$ cat src/rtl/reduce_tree_pipe_pkg.sv
`default_nettype none
// ============================================================================
// Module      : reduce_pkg
// Description : Shared mode encodings and bit-combine helpers for the
//               pipelined reduction tree.
// Revision    : 1.0 - initial release
// ============================================================================
package reduce_pkg;

    typedef logic [1:0] red_mode_t;

    localparam red_mode_t RED_OR   = 2'b00;
    localparam red_mode_t RED_AND  = 2'b01;
    localparam red_mode_t RED_XOR  = 2'b10;
    localparam red_mode_t RED_NAND = 2'b11;

    // Neutral padding bit: never changes the reduction result.
    function automatic logic red_identity(input red_mode_t mode);
        return (mode == RED_AND) || (mode == RED_NAND);
    endfunction

    // NAND combines as AND; inversion happens once at the tree output.
    function automatic logic red_combine(input red_mode_t mode, input logic a, input logic b);
        case (mode)
            RED_OR:  return a | b;
            RED_XOR: return a ^ b;
            default: return a & b;
        endcase
    endfunction

endpackage
`default_nettype wire

$ cat src/rtl/reduce_tree_pipe_if.sv
`default_nettype none
// ============================================================================
// Module      : reduce_tree_pipe_if
// Description : Valid/ready input and output channels of the reduction tree.
// Revision    : 1.0 - initial release
// ============================================================================
interface reduce_tree_pipe_if
    import reduce_pkg::*;
#(
    parameter int WIDTH = 8
);
    logic             in_valid;
    logic             in_ready;
    logic [WIDTH-1:0] in_data;
    red_mode_t        in_mode;
    logic             out_valid;
    logic             out_ready;
    logic             out_data;
    red_mode_t        out_mode;

    modport master (
        output in_valid, in_data, in_mode, out_ready,
        input  in_ready, out_valid, out_data, out_mode
    );

    modport slave (
        input  in_valid, in_data, in_mode, out_ready,
        output in_ready, out_valid, out_data, out_mode
    );
endinterface
`default_nettype wire

$ cat src/rtl/reduce_tree_pipe_stage.sv
`default_nettype none
// ============================================================================
// Module      : reduce_stage
// Description : One tree level: pairwise combine IN_W -> IN_W/2 bits with a
//               bubble-collapsing register stage.
// Revision    : 1.0 - initial release
// ============================================================================
module reduce_stage
    import reduce_pkg::*;
#(
    parameter int IN_W = 2
) (
    input  wire logic              clk,
    input  wire logic              reset,
    input  wire logic              i_valid,
    input  wire logic [IN_W-1:0]   i_data,
    input  wire red_mode_t         i_mode,
    input  wire logic              i_next_load,
    output logic                   o_load,
    output logic                   o_valid,
    output logic [IN_W/2-1:0]      o_data,
    output red_mode_t              o_mode
);
    localparam int OUT_W = IN_W / 2;

    logic             r_valid;
    logic [OUT_W-1:0] r_data;
    red_mode_t        r_mode;
    logic [OUT_W-1:0] w_comb;

    always_comb begin
        w_comb = '0;
        for (int i = 0; i < OUT_W; i++) begin
            w_comb[i] = red_combine(i_mode, i_data[2*i], i_data[2*i+1]);
        end
    end

    assign o_load = ~r_valid | i_next_load;

    always_ff @(posedge clk) begin
        if (reset) begin
            r_valid <= 1'b0;
            r_data  <= '0;
            r_mode  <= RED_OR;
        end else if (o_load) begin
            r_valid <= i_valid;
            // Payload is only captured for real words so bubbles leave it quiet.
            if (i_valid) begin
                r_data <= w_comb;
                r_mode <= i_mode;
            end
        end
    end

    assign o_valid = r_valid;
    assign o_data  = r_data;
    assign o_mode  = r_mode;
endmodule
`default_nettype wire

$ cat src/rtl/reduce_tree_pipe.sv
`default_nettype none
// ============================================================================
// Module      : reduce_tree_pipe
// Description : Pipelined N-way OR/AND/XOR/NAND bit reduction, one register
//               level per tree level, full valid/ready backpressure.
// Revision    : 1.0 - initial release
// ============================================================================
module reduce_tree_pipe
    import reduce_pkg::*;
#(
    parameter int WIDTH = 8
) (
    input  wire logic          clk,
    input  wire logic          reset,
    reduce_tree_pipe_if.slave  bus
);
    localparam int LEVELS = $clog2(WIDTH);
    localparam int PAD_W  = 1 << LEVELS;
    localparam int LAST   = LEVELS - 1;

    logic [PAD_W-1:0] w_pad;

    generate
        if (PAD_W > WIDTH) begin : g_pad
            logic w_id;
            assign w_id  = red_identity(bus.in_mode);
            assign w_pad = {{(PAD_W-WIDTH){w_id}}, bus.in_data};
        end else begin : g_nopad
            assign w_pad = bus.in_data;
        end
    endgenerate

    generate
        for (genvar k = 0; k < LEVELS; k++) begin : g_stage
            localparam int IN_W  = PAD_W >> k;
            localparam int OUT_W = IN_W / 2;

            logic [IN_W-1:0]  w_in_data;
            logic             w_in_valid;
            red_mode_t        w_in_mode;
            logic             w_next_load;
            logic             w_load;
            logic             w_valid;
            logic [OUT_W-1:0] w_data;
            red_mode_t        w_mode;

            if (k == 0) begin : g_head
                assign w_in_data  = w_pad;
                assign w_in_valid = bus.in_valid;
                assign w_in_mode  = bus.in_mode;
            end else begin : g_body
                assign w_in_data  = g_stage[k-1].w_data;
                assign w_in_valid = g_stage[k-1].w_valid;
                assign w_in_mode  = g_stage[k-1].w_mode;
            end

            if (k == LEVELS - 1) begin : g_tail
                assign w_next_load = bus.out_ready;
            end else begin : g_link
                assign w_next_load = g_stage[k+1].w_load;
            end

            reduce_stage #(
                .IN_W (IN_W)
            ) u_stage (
                .clk         (clk),
                .reset       (reset),
                .i_valid     (w_in_valid),
                .i_data      (w_in_data),
                .i_mode      (w_in_mode),
                .i_next_load (w_next_load),
                .o_load      (w_load),
                .o_valid     (w_valid),
                .o_data      (w_data),
                .o_mode      (w_mode)
            );
        end
    endgenerate

    // Ready chains back from out_ready through the stage valids; reset masks it.
    assign bus.in_ready  = g_stage[0].w_load & ~reset;
    assign bus.out_valid = g_stage[LAST].w_valid;
    assign bus.out_mode  = g_stage[LAST].w_mode;
    assign bus.out_data  = (g_stage[LAST].w_mode == RED_NAND) ? ~g_stage[LAST].w_data[0]
                                                              :  g_stage[LAST].w_data[0];
endmodule
`default_nettype wire
$ cat src/flat_wrapper.sv
// flat-port wrapper written by rule: the top's interface ports become plain ports
module reduce_tree_pipe_flat import reduce_pkg::*;
#(
    parameter int WIDTH = 8
)
  (clk, reset, bus_in_valid, bus_in_data, bus_in_mode, bus_out_ready, bus_in_ready, bus_out_valid, bus_out_data, bus_out_mode);
  reduce_tree_pipe_if #(.WIDTH(WIDTH)) bus_i ();
  input  wire logic clk;
  input  wire logic reset;
  input wire logic [$bits(bus_i.in_valid)-1:0] bus_in_valid;
  input wire logic [$bits(bus_i.in_data)-1:0] bus_in_data;
  input wire logic [$bits(bus_i.in_mode)-1:0] bus_in_mode;
  input wire logic [$bits(bus_i.out_ready)-1:0] bus_out_ready;
  output wire logic [$bits(bus_i.in_ready)-1:0] bus_in_ready;
  output wire logic [$bits(bus_i.out_valid)-1:0] bus_out_valid;
  output wire logic [$bits(bus_i.out_data)-1:0] bus_out_data;
  output wire logic [$bits(bus_i.out_mode)-1:0] bus_out_mode;
  assign bus_i.in_valid = bus_in_valid;
  assign bus_i.in_data = bus_in_data;
  assign bus_i.in_mode = bus_in_mode;
  assign bus_i.out_ready = bus_out_ready;
  assign bus_in_ready = bus_i.in_ready;
  assign bus_out_valid = bus_i.out_valid;
  assign bus_out_data = bus_i.out_data;
  assign bus_out_mode = bus_i.out_mode;
  reduce_tree_pipe #(.WIDTH(WIDTH)) u_core (.clk(clk), .reset(reset), .bus(bus_i));
endmodule
$ cat config.mk
export PLATFORM = sky130hd
export DESIGN_NAME = reduce_tree_pipe_flat
export DESIGN_NICKNAME = d
export VERILOG_FILES = /design/src/rtl/reduce_tree_pipe_pkg.sv /design/src/rtl/reduce_tree_pipe_if.sv /design/src/rtl/reduce_tree_pipe_stage.sv /design/src/rtl/reduce_tree_pipe.sv /design/src/flat_wrapper.sv
export SDC_FILE = /design/constraint.sdc
export NUM_CORES = 1
export LEC_CHECK = 0
export ABC_AREA = 1
export CAP_MARGIN = 10
export CORE_AREA = 2 2 54 56
export CTS_CLUSTER_SIZE = 24
export DETAILED_ROUTE_END_ITERATION = 6
export DIE_AREA = 0 0 56 58
export PLACE_DENSITY = 0.68
export SETUP_SLACK_MARGIN = 0.5
export SLEW_MARGIN = 20
export SYNTH_ARGS = -nofsm -noshare
export SYNTH_HDL_FRONTEND = slang
export SYNTH_SLANG_ARGS = --single-unit
$ cat constraint.sdc
create_clock -name clk -period 2.7 [get_ports clk]
set_input_delay 0.54 -clock clk [delete_from_list [all_inputs] [get_ports clk]]
set_output_delay 0.54 -clock clk [all_outputs]
set_load 0.005 [all_outputs]
==> results of run 1 <==
-- repair_timing --
action | in CTS | in global routing
setup endpoints to repair | 1 | 0
gates resized for setup | 2 | 0
buffers inserted | 1 | 0
-- placed cells by master, fill, tap and decap left out, drive strengths merged --
| cell type | n |
|---|---|
| nand3b | 3 |
| o21a | 1 |
| buf | 2 |
| ha | 14 |
| dlygate4sd2 | 1 |
| clkdlybuf4s50 | 17 |
| dfxtp | 16 |
| inv | 26 |
| xnor2 | 1 |
| a21oi | 5 |
| nor2 | 26 |
| nand2 | 33 |
| o21ai | 5 |
| clkbuf | 4 |
| nand3 | 14 |
| nand4 | 1 |
-- report_power, final --
part           internal (mW)  leakage, nW  total, mW  switching, mW
Sequential             0.251        0.132      0.263         0.0120
Clock                 0.0822       0.0210      0.157         0.0752
Combinational         0.0558        0.485      0.110         0.0541
Total                  0.389        0.638      0.530          0.141
-- metrics by stage --
stage | area (um2) | total power [mW] | setup WS (ns)
floorplan | 1010 | 0.332 | 1.25
detailed placement | 1230 | 0.380 | 0.369
global placement | 1230 | 0.375 | 0.384
CTS | 1270 | 0.541 | 0.690
global route | 1270 | 0.567 | 0.625
finish | 1270 | 0.530 | 0.699
-- per-layer routing --
metal	global-route usage [%]	vias to the layer above	share of wire, %
li1	-	499	-
met1	13.1	406	39
met2	25.9	25	54
met3	3.57	5	5.1
met4	7.14	0	2.2
met5	0	-	0
-- worst max-delay path by stage --
stage	slack [ns]	cells past startpoint	endpoint	start
3_3_place_gp	0.38	6	bus_in_ready	bus_out_ready
3_5_place_dp	0.37	6	bus_in_ready	bus_out_ready
6_report	0.70	5	bus_in_ready	reset
2_1_floorplan	1.25	4	bus_in_ready	reset
5_1_grt	0.63	6	bus_in_ready	bus_out_ready
4_1_cts	0.69	5	bus_in_ready	reset
-- worst reg2reg max path, cell delays in order, from the launching register on --
cell and delay (ns):
dfxtp_1 0.35, inv_1 0.07, ha_1 0.29, nand2_1 0.07
o21a_1 0.11, nor2_1 0.03, nor2_1 0.08, nor2_1 0.04
-- area by class of cell --
type                       instances  area [um2]  area share [%]
timing repair buffer              20         194            15.2
inverter                          26        97.6            7.66
sequential                        16         320            25.1
clock buffer                       4        36.3            2.85
multi-input combinational        103         587            46.1
tap                               31        38.8            3.05
-- cell families after synthesis --
| kind of cell | synth area share [%] |
|---|---|
| compound gates | 5.70 |
| xor+xnor | 0.868 |
| fa+ha+maj | 17.3 |
| buf+inv | 10.2 |
| flops | 31.7 |
| simple gates | 34.2 |
-- sequential cells by signal, indices dropped and copies added, names as in the netlist --
signal / flops
u_core.g_stage.u_stage.o_data: 7
u_core.g_stage.u_stage.o_mode: 6
u_core.g_stage.u_stage.o_valid: 3
==> qor.txt, run 1 <==
Area growth syn-to-layout: 26.1%
Yosys reg bits: 16
WP buf/inv: 4
Mapped Avg Cell Area: 6.92 um2
Detailed-route DRC error count: 0
Crit end category: output port
Largest net degree at the start of global routing: 14
Max-slew violation count: 0
Reg2reg end: u_core.g_stage[2].u_stage.o_data
Root Buffer: clkbuf_4
Synth top area cells: dfxtp_1 32%, ha_1 17%, nand2_1 12%
CTS tree: built
Status: complete, no violations
Vias in the first global route: 901
Main flop type after synthesis: dfxtp_1
Final Non-Filler Cells: 200
Worst Hold Depth: 2
Max Buffers Root-to-Sink: 2
CP cell instances: clkdlybuf4s50_1 > inv_1 > nand2_1 > inv_1 > dlygate4sd2_1
Final setup vio count: 0
Number of flops mapped to enable cells by yosys: 0
Final period util: 74.1%
Final GP Congestion: 0.724
1st-iter DRT viols: 14
Vias: 935
Setup Skew: 0.00232 ns
Layout cells sized above 1: 6.51%
Most frequent cell after synthesis: nand2_1
Worst Hold Endpoint: u_core.g_stage[2].u_stage.o_mode[0]
# rows: 19
Initial Utilization: 37.9%
Clock latency on the worst-skew pair: 0.29 ns
Startpoint types: input pin
Post-synthesis sequential area ratio: 31.7%
Least-Margin Pin Slew: 0.247 ns
Grt ovf: 0
Initial antenna violation count: 0
RSZ-0062 raised after global routing: no
Core ar.: 0.00266 mm2
IO Pins: 19
Drt wl/cell: 9.19 um
Async SR Flop Fraction: 0%
Synth top cells by count: 31 x nand2_1, 26 x nor2_1, 25 x inv_1
Minimum clock period: 2.00 ns
Crit-path max FO: 4
First-pass GRT wire length: 3.48 mm
Leakage: 0.638 nW
Share of the core filled with cells: 47.8%
Crit path arrival time: 1.46 ns
Final wirelength: 1.84 mm
CTS sink cnt: 16
Worst r2r src: u_core.g_stage[1].u_stage.o_data[0]
R2r setup slk: 1.56 ns
R2R cell count: 7
PD cells: 416 mW/mm2
Critical path class: input pin to output port
CP max-delay cell: clkdlybuf4s50_1
Inst Count DP: 195
Max VDD drop: 0.315 mV
1st-pass router iterations: 4
FILL cells: 287
Syn nets: 174
Startpoint of the worst hold path: u_core.g_stage[2].u_stage.o_mode[0]
Hold crit path type: register to register
Yosys cell types: 17
Setup tns final: 0 ns
Clock transition at path regs: 0.09 ns
Mapped Area: 0.00101 mm2
Critical Path Most Common Cell: inv_1
Total GRT Usage: 13.5%
Post-CTS Hold Fix Bufs: 0
Diodes inserted: 0
Hpwl dp: 1.48 mm
Die Y: 58 um
Antenna Nets Post-Route: 0
Max Clk Rate: 0.500 GHz
Fin nets: 198
Number of vias per cell: 4.68
CP peak stage delay: 0.51 ns
YS warnings: 0
Synth top area share: 31.7%
Number of H-tree levels: 1
Synth Instances: 146
# port buffers: 18
Hold Slack: 0.505 ns
Rel. slew slack: 83.5%
Cell taking the most area after synthesis: dfxtp_1
CP Data Required Time: 2.16 ns
Max-Cap Viols: 0
Delay-heaviest family, CP: buffers and inverters
Final Hold Vio Count: 0
Num CTS Buffers: 3
Die ar.: 0.00325 mm2
Die X-Extent: 56 um
Power figures use the tool's default switching activity.
==> run 2: changes to the inputs <==
==> constraint.sdc (replaced) <==
create_clock -name clk -period 1.89 [get_ports clk]
set_input_delay 0.378 -clock clk [delete_from_list [all_inputs] [get_ports clk]]
set_output_delay 0.378 -clock clk [all_outputs]
set_load 0.005 [all_outputs]
==> qor.txt, run 2 (synthesis gave the netlist of run 1 again) <==
Max VDD drop: 0.437 mV
Critical path class: register to output port
Clock power share: 29.8%
PD cells: 578 mW/mm2
Final period util: 71.0%
Least-Margin Pin Slew: 0.246 ns
Levels on crit path: 4
Antenna Nets Post-Route: 0
Crit path arrival time: 0.96 ns
Max Clk Rate: 0.745 GHz
Delay-heaviest family, CP: flip-flops
GRT met3 Usage: 2.01%
Vias in the first global route: 837
R2R cell count: 7
Area growth syn-to-layout: 29.6%
Final GP Congestion: 0.742
FILL cells: 271
Clock latency on the worst-skew pair: 0.29 ns
Psw: 0.202 mW
Die ar.: 0.00325 mm2
CTS tree: built
Grt ovf: 0
Drt wl/cell: 8.39 um
Diodes inserted: 0
Setup Skew: 0.00183 ns
End point of the critical path: bus_in_ready
Hpwl dp: 1.37 mm
IO Pins: 19
Rel. slew slack: 83.5%
CP startpoint: u_core.g_stage[1].u_stage.o_valid
Commonest non-fill, non-tap cells in the layout: 29 x nand2_1, 26 x nor2_1, 24 x inv_1
Combined area of the multi-input logic cells: 592 um2
Leakage: 0.690 nW
CP cell instances: nand4_4 > nand2_2 > inv_1 > buf_2
Logic pwr share: 20.5%
CP peak stage delay: 0.37 ns
First-pass GRT wire length: 3.19 mm
Final setup vio count: 0
CTS sink cnt: 16
# port buffers: 18
Reg2reg end: u_core.g_stage[2].u_stage.o_data
Placed Area: 0.00125 mm2
Crit-path max FO: 3
Max-slew violation count: 0
Register area: 332 um2
Vias: 903
1st-pass router iterations: 3
Fin nets: 202
Status: complete, no violations
Die X-Extent: 56 um
Final wirelength: 1.71 mm
Final Non-Filler Cells: 204
Number of H-tree levels: 1
Layout cells sized above 1: 13.9%
Setup tns final: 0 ns
Clock transition at path regs: 0.09 ns
Commonest non-fill, non-tap cell in the layout: nand2_1
Share of the core filled with cells: 49.2%
CP Data Required Time: 1.51 ns
Inst Count DP: 197
Root Buffer: clkbuf_4
Post-route cell area: 0.00131 mm2
# rows: 19
Worst r2r src: u_core.g_stage[1].u_stage.o_data[0]
Max reg flops: 7
Die Y: 58 um
Minimum clock period: 1.34 ns
Hold crit path type: input pin to register
Initial antenna violation count: 0
WP buf/inv: 2
Max-Cap Viols: 0
Core ar.: 0.00266 mm2
CP max-delay cell: dfxtp_4
Crit end category: output port
Max Buffers Root-to-Sink: 2
Detailed-route DRC error count: 0
RSZ-0062 raised after global routing: yes
Internal: 0.554 mW
Switching share of power: 26.7%
Initial Utilization: 37.9%
Grt met1 use: 13.5%
Total GRT Usage: 12.2%
1st-iter DRT viols: 12
Seq pwr share: 49.7%
Num CTS Buffers: 3
Startpoint types: register
Layer with the highest usage: met2
Largest net degree at the start of global routing: 14
Final Hold Vio Count: 0
Number of vias per cell: 4.43
R2r setup slk: 0.78 ns
Grt met2 use: 22.7%
## run 2: layout make-up
type	instances	area share, %
tap	31	2.96
timing repair buffer	24	16.3
clock buffer	4	2.77
inverter	26	7.46
multi-input combinational	103	45.2
sequential	16	25.3
## run 2: power by group through the flow
stage	Clock [mW]	Combinational, mW	Sequential, mW
floorplan	0	0.0945	0.380
global placement	0	0.153	0.383
detailed placement	0	0.158	0.384
CTS	0.237	0.156	0.376
global route	0.258	0.184	0.379
finish	0.226	0.155	0.375
## run 2: worst min path at each step
stage | from | to | slack (ns) | depth (start not counted)
after floorplan | reset | u_core.g_stage[0].u_stage.o_valid | 0.45 | 1
after global placement | u_core.g_stage[2].u_stage.o_mode[1] | u_core.g_stage[2].u_stage.o_mode[1] | 0.49 | 2
after detailed placement | u_core.g_stage[2].u_stage.o_mode[0] | u_core.g_stage[2].u_stage.o_mode[0] | 0.49 | 2
after CTS | reset | u_core.g_stage[2].u_stage.o_valid | 0.47 | 3
after global routing | reset | u_core.g_stage[0].u_stage.o_valid | 0.48 | 3
final | reset | u_core.g_stage[1].u_stage.o_valid | 0.48 | 3
## run 2: what timing repair did
item                                    CTS  global route
buffers inserted                          1             2
hold buffers                              0             0
gates resized for setup                  14            11
pin swaps                                 1             3
endpoints found under the setup margin    5             3
## run 2: worst min-delay path: stages
cell           delay [ns]
dlygate4sd2_1        0.21
buf_4                0.12
a21oi_1              0.03
## run 2: through the flow
| step | total power [mW] | hold WS (ns) | worst slack [ns] |
|---|---|---|---|
| global route | 0.821 | 0.480 | 0.479 |
| floorplan | 0.475 | 0.447 | 0.768 |
| global placement | 0.536 | 0.490 | -0.0495 |
| detailed placement | 0.542 | 0.495 | -0.0460 |
| CTS | 0.769 | 0.474 | 0.378 |
| finish | 0.756 | 0.480 | 0.547 |
## run 2: routing by layer
metal,share of wire [%],up-vias
met3,4.1,5
met2,50,17
met4,2.3,0
met5,0,-
li1,-,508
met1,43,373
==> run 3: changes to the inputs <==
--- a/config.mk
+++ b/config.mk
@@ -11,7 +11,7 @@
 export CTS_CLUSTER_SIZE = 24
 export DETAILED_ROUTE_END_ITERATION = 6
 export DIE_AREA = 0 0 56 58
-export PLACE_DENSITY = 0.68
+export PLACE_DENSITY = 0.71
 export SETUP_SLACK_MARGIN = 0.5
 export SLEW_MARGIN = 20
 export SYNTH_ARGS = -nofsm -noshare
==> constraint.sdc (replaced) <==
create_clock -name clk -period 1.2 [get_ports clk]
set_input_delay 0.24 -clock clk [delete_from_list [all_inputs] [get_ports clk]]
set_output_delay 0.24 -clock clk [all_outputs]
set_load 0.005 [all_outputs]
==> qor.txt, run 3 (synthesis gave the netlist of run 1 again) <==
Crit path arrival time: 0.97 ns
Number of H-tree levels: 1
Status: finished with violations
PD cells: 758 mW/mm2
CTS sink cnt: 16
Hold Slack: 0.244 ns
Met3 WL: 83 um
Clock latency on the worst-skew pair: 0.30 ns
Largest net degree at the start of global routing: 14
Final Hold Vio Count: 0
Fin nets: 223
Seq pwr share: 45.6%
Core ar.: 0.00266 mm2
Logic pwr share: 30.6%
Failing checks: negative setup slack
Leakage: 0.820 nW
FILL cells: 237
Final wirelength: 2.75 mm
Psw: 0.415 mW
Area growth syn-to-layout: 72.7%
Max reg flops: 7
Commonest non-fill, non-tap cell in the layout: nand2_1
Crit-path max FO: 2
Root Buffer: clkbuf_4
Clock power share: 23.8%
Die ar.: 0.00325 mm2
Detailed-route DRC error count: 0
Antenna Nets Post-Route: 0
Grt ovf: 0
Num CTS Buffers: 3
1st-iter DRT viols: 8
Commonest non-fill, non-tap cells in the layout: 22 x nand2_1, 20 x nor2_1, 16 x buf_4
Setup Skew: 0.0124 ns
First-pass GRT wire length: 4.18 mm
Critical path class: register to output port
Final period util: 101%
Clock transition at path regs: 0.11 ns
Hold crit path type: input pin to register
Max-slew violation count: 0
# rows: 19
Internal: 0.907 mW
# port buffers: 18
Number of vias per cell: 4.84
Rel. slew slack: 78.8%
Tot Pwr: 1.32 mW
1st-pass router iterations: 6
WL met1: 908 um
Final GP Congestion: 0.803
Least-Margin Pin Slew: 0.317 ns
Crit end category: output port
Vias: 1,089
Vias in the first global route: 1,105
Startpoint types: register
Max-Cap Viols: 0
Max Clk Rate: 0.825 GHz
CTS tree: built
Initial antenna violation count: 0
Max VDD drop: 0.776 mV
CP Data Required Time: 0.96 ns
Initial Utilization: 37.9%
Die Y: 58 um
Total GRT Usage: 16.4%
RSZ-0062 raised after global routing: yes
Die X-Extent: 56 um
Diodes inserted: 0
Setup tns final: -0.0237 ns
Switching share of power: 31.4%
Final setup vio count: 3
IO Pins: 19
R2r setup slk: 0.01 ns
Layout cells sized above 1: 50.0%
Drt wl/cell: 12.2 um
Minimum clock period: 1.21 ns
Max Buffers Root-to-Sink: 2
Routed wl met2: 1.63 mm
Top layer in use: met4
Setup WS post-layout: -0.0127 ns
Hpwl dp: 1.67 mm
run 3: cell types whose count changed in the layout (fill, tap and decap cells not counted), sizes merged:
cell           delta
buf              +23
clkinvlp          +1
dlygate4sd2       -1
clkdlybuf4s15     -1
nand2             +1
clkdlybuf4s50     -1
inv               -1
run 3: power by group through the flow:
stage / logic (mW) / registers [mW] / clock network (mW)
floorplan: 0.168 / 0.605 / 0
global placement: 0.301 / 0.604 / 0
detailed placement: 0.312 / 0.607 / 0
CTS: 0.347 / 0.597 / 0.305
global route: 0.455 / 0.609 / 0.344
finish: 0.405 / 0.603 / 0.314
run 3: metrics by stage:
step	instance area [um2]	util, %	worst slack, ns	std cells
3_3_place_gp	1440	54.2	-0.579	209
3_5_place_dp	1440	54.2	-0.608	209
2_1_floorplan	1120	-	0.163	146
5_1_grt	1740	65.5	-0.0798	225
4_1_cts	1610	60.4	-0.0233	222
6_report	1740	65.5	-0.0127	225
run 3: area by class of cell:
type / count / area [um2] / share of cell area [%]
Sequential cell: 16 / 342 / 19.6
Timing Repair Buffer: 44 / 415 / 23.8
Inverter: 26 / 119 / 6.81
Tap cell: 31 / 38.8 / 2.22
Clock buffer: 4 / 26.3 / 1.51
Multi-Input combinational cell: 104 / 803 / 46.1
run 3: per-layer routing:
layer	vias to the layer above	GRT usage, %
li1	549	-
met1	497	14.8
met2	30	33.6
met3	13	2.90
met4	0	9.18
met5	-	0
run 3: what timing repair did:
action | CTS | global route
hold buffers | 0 | 0
gates resized for setup | 49 | 31
pin swaps | 13 | 18
buffers inserted | 8 | 3
cloned | 1 | 0
endpoints found under the setup margin | 21 | 21
run 3: path summary, 6_finish.rpt:
path	cells after the start	from	endpoint
worst min-delay path	3	reset	u_core.g_stage[0].u_stage.o_valid
worst max-delay path	4	u_core.g_stage[1].u_stage.o_valid	bus_in_ready
worst min register to register	2	u_core.g_stage[0].u_stage.o_mode[1]	u_core.g_stage[0].u_stage.o_mode[1]
worst max register to register	8	u_core.g_stage[1].u_stage.o_valid	u_core.g_stage[0].u_stage.o_data[2]
run 3: worst max-delay path, stage by stage, from the launching register on:
cell and delay (ns):
dfxtp_4 0.37, nand4_4 0.10, nand2_2 0.07, inv_2 0.03, buf_6 0.10
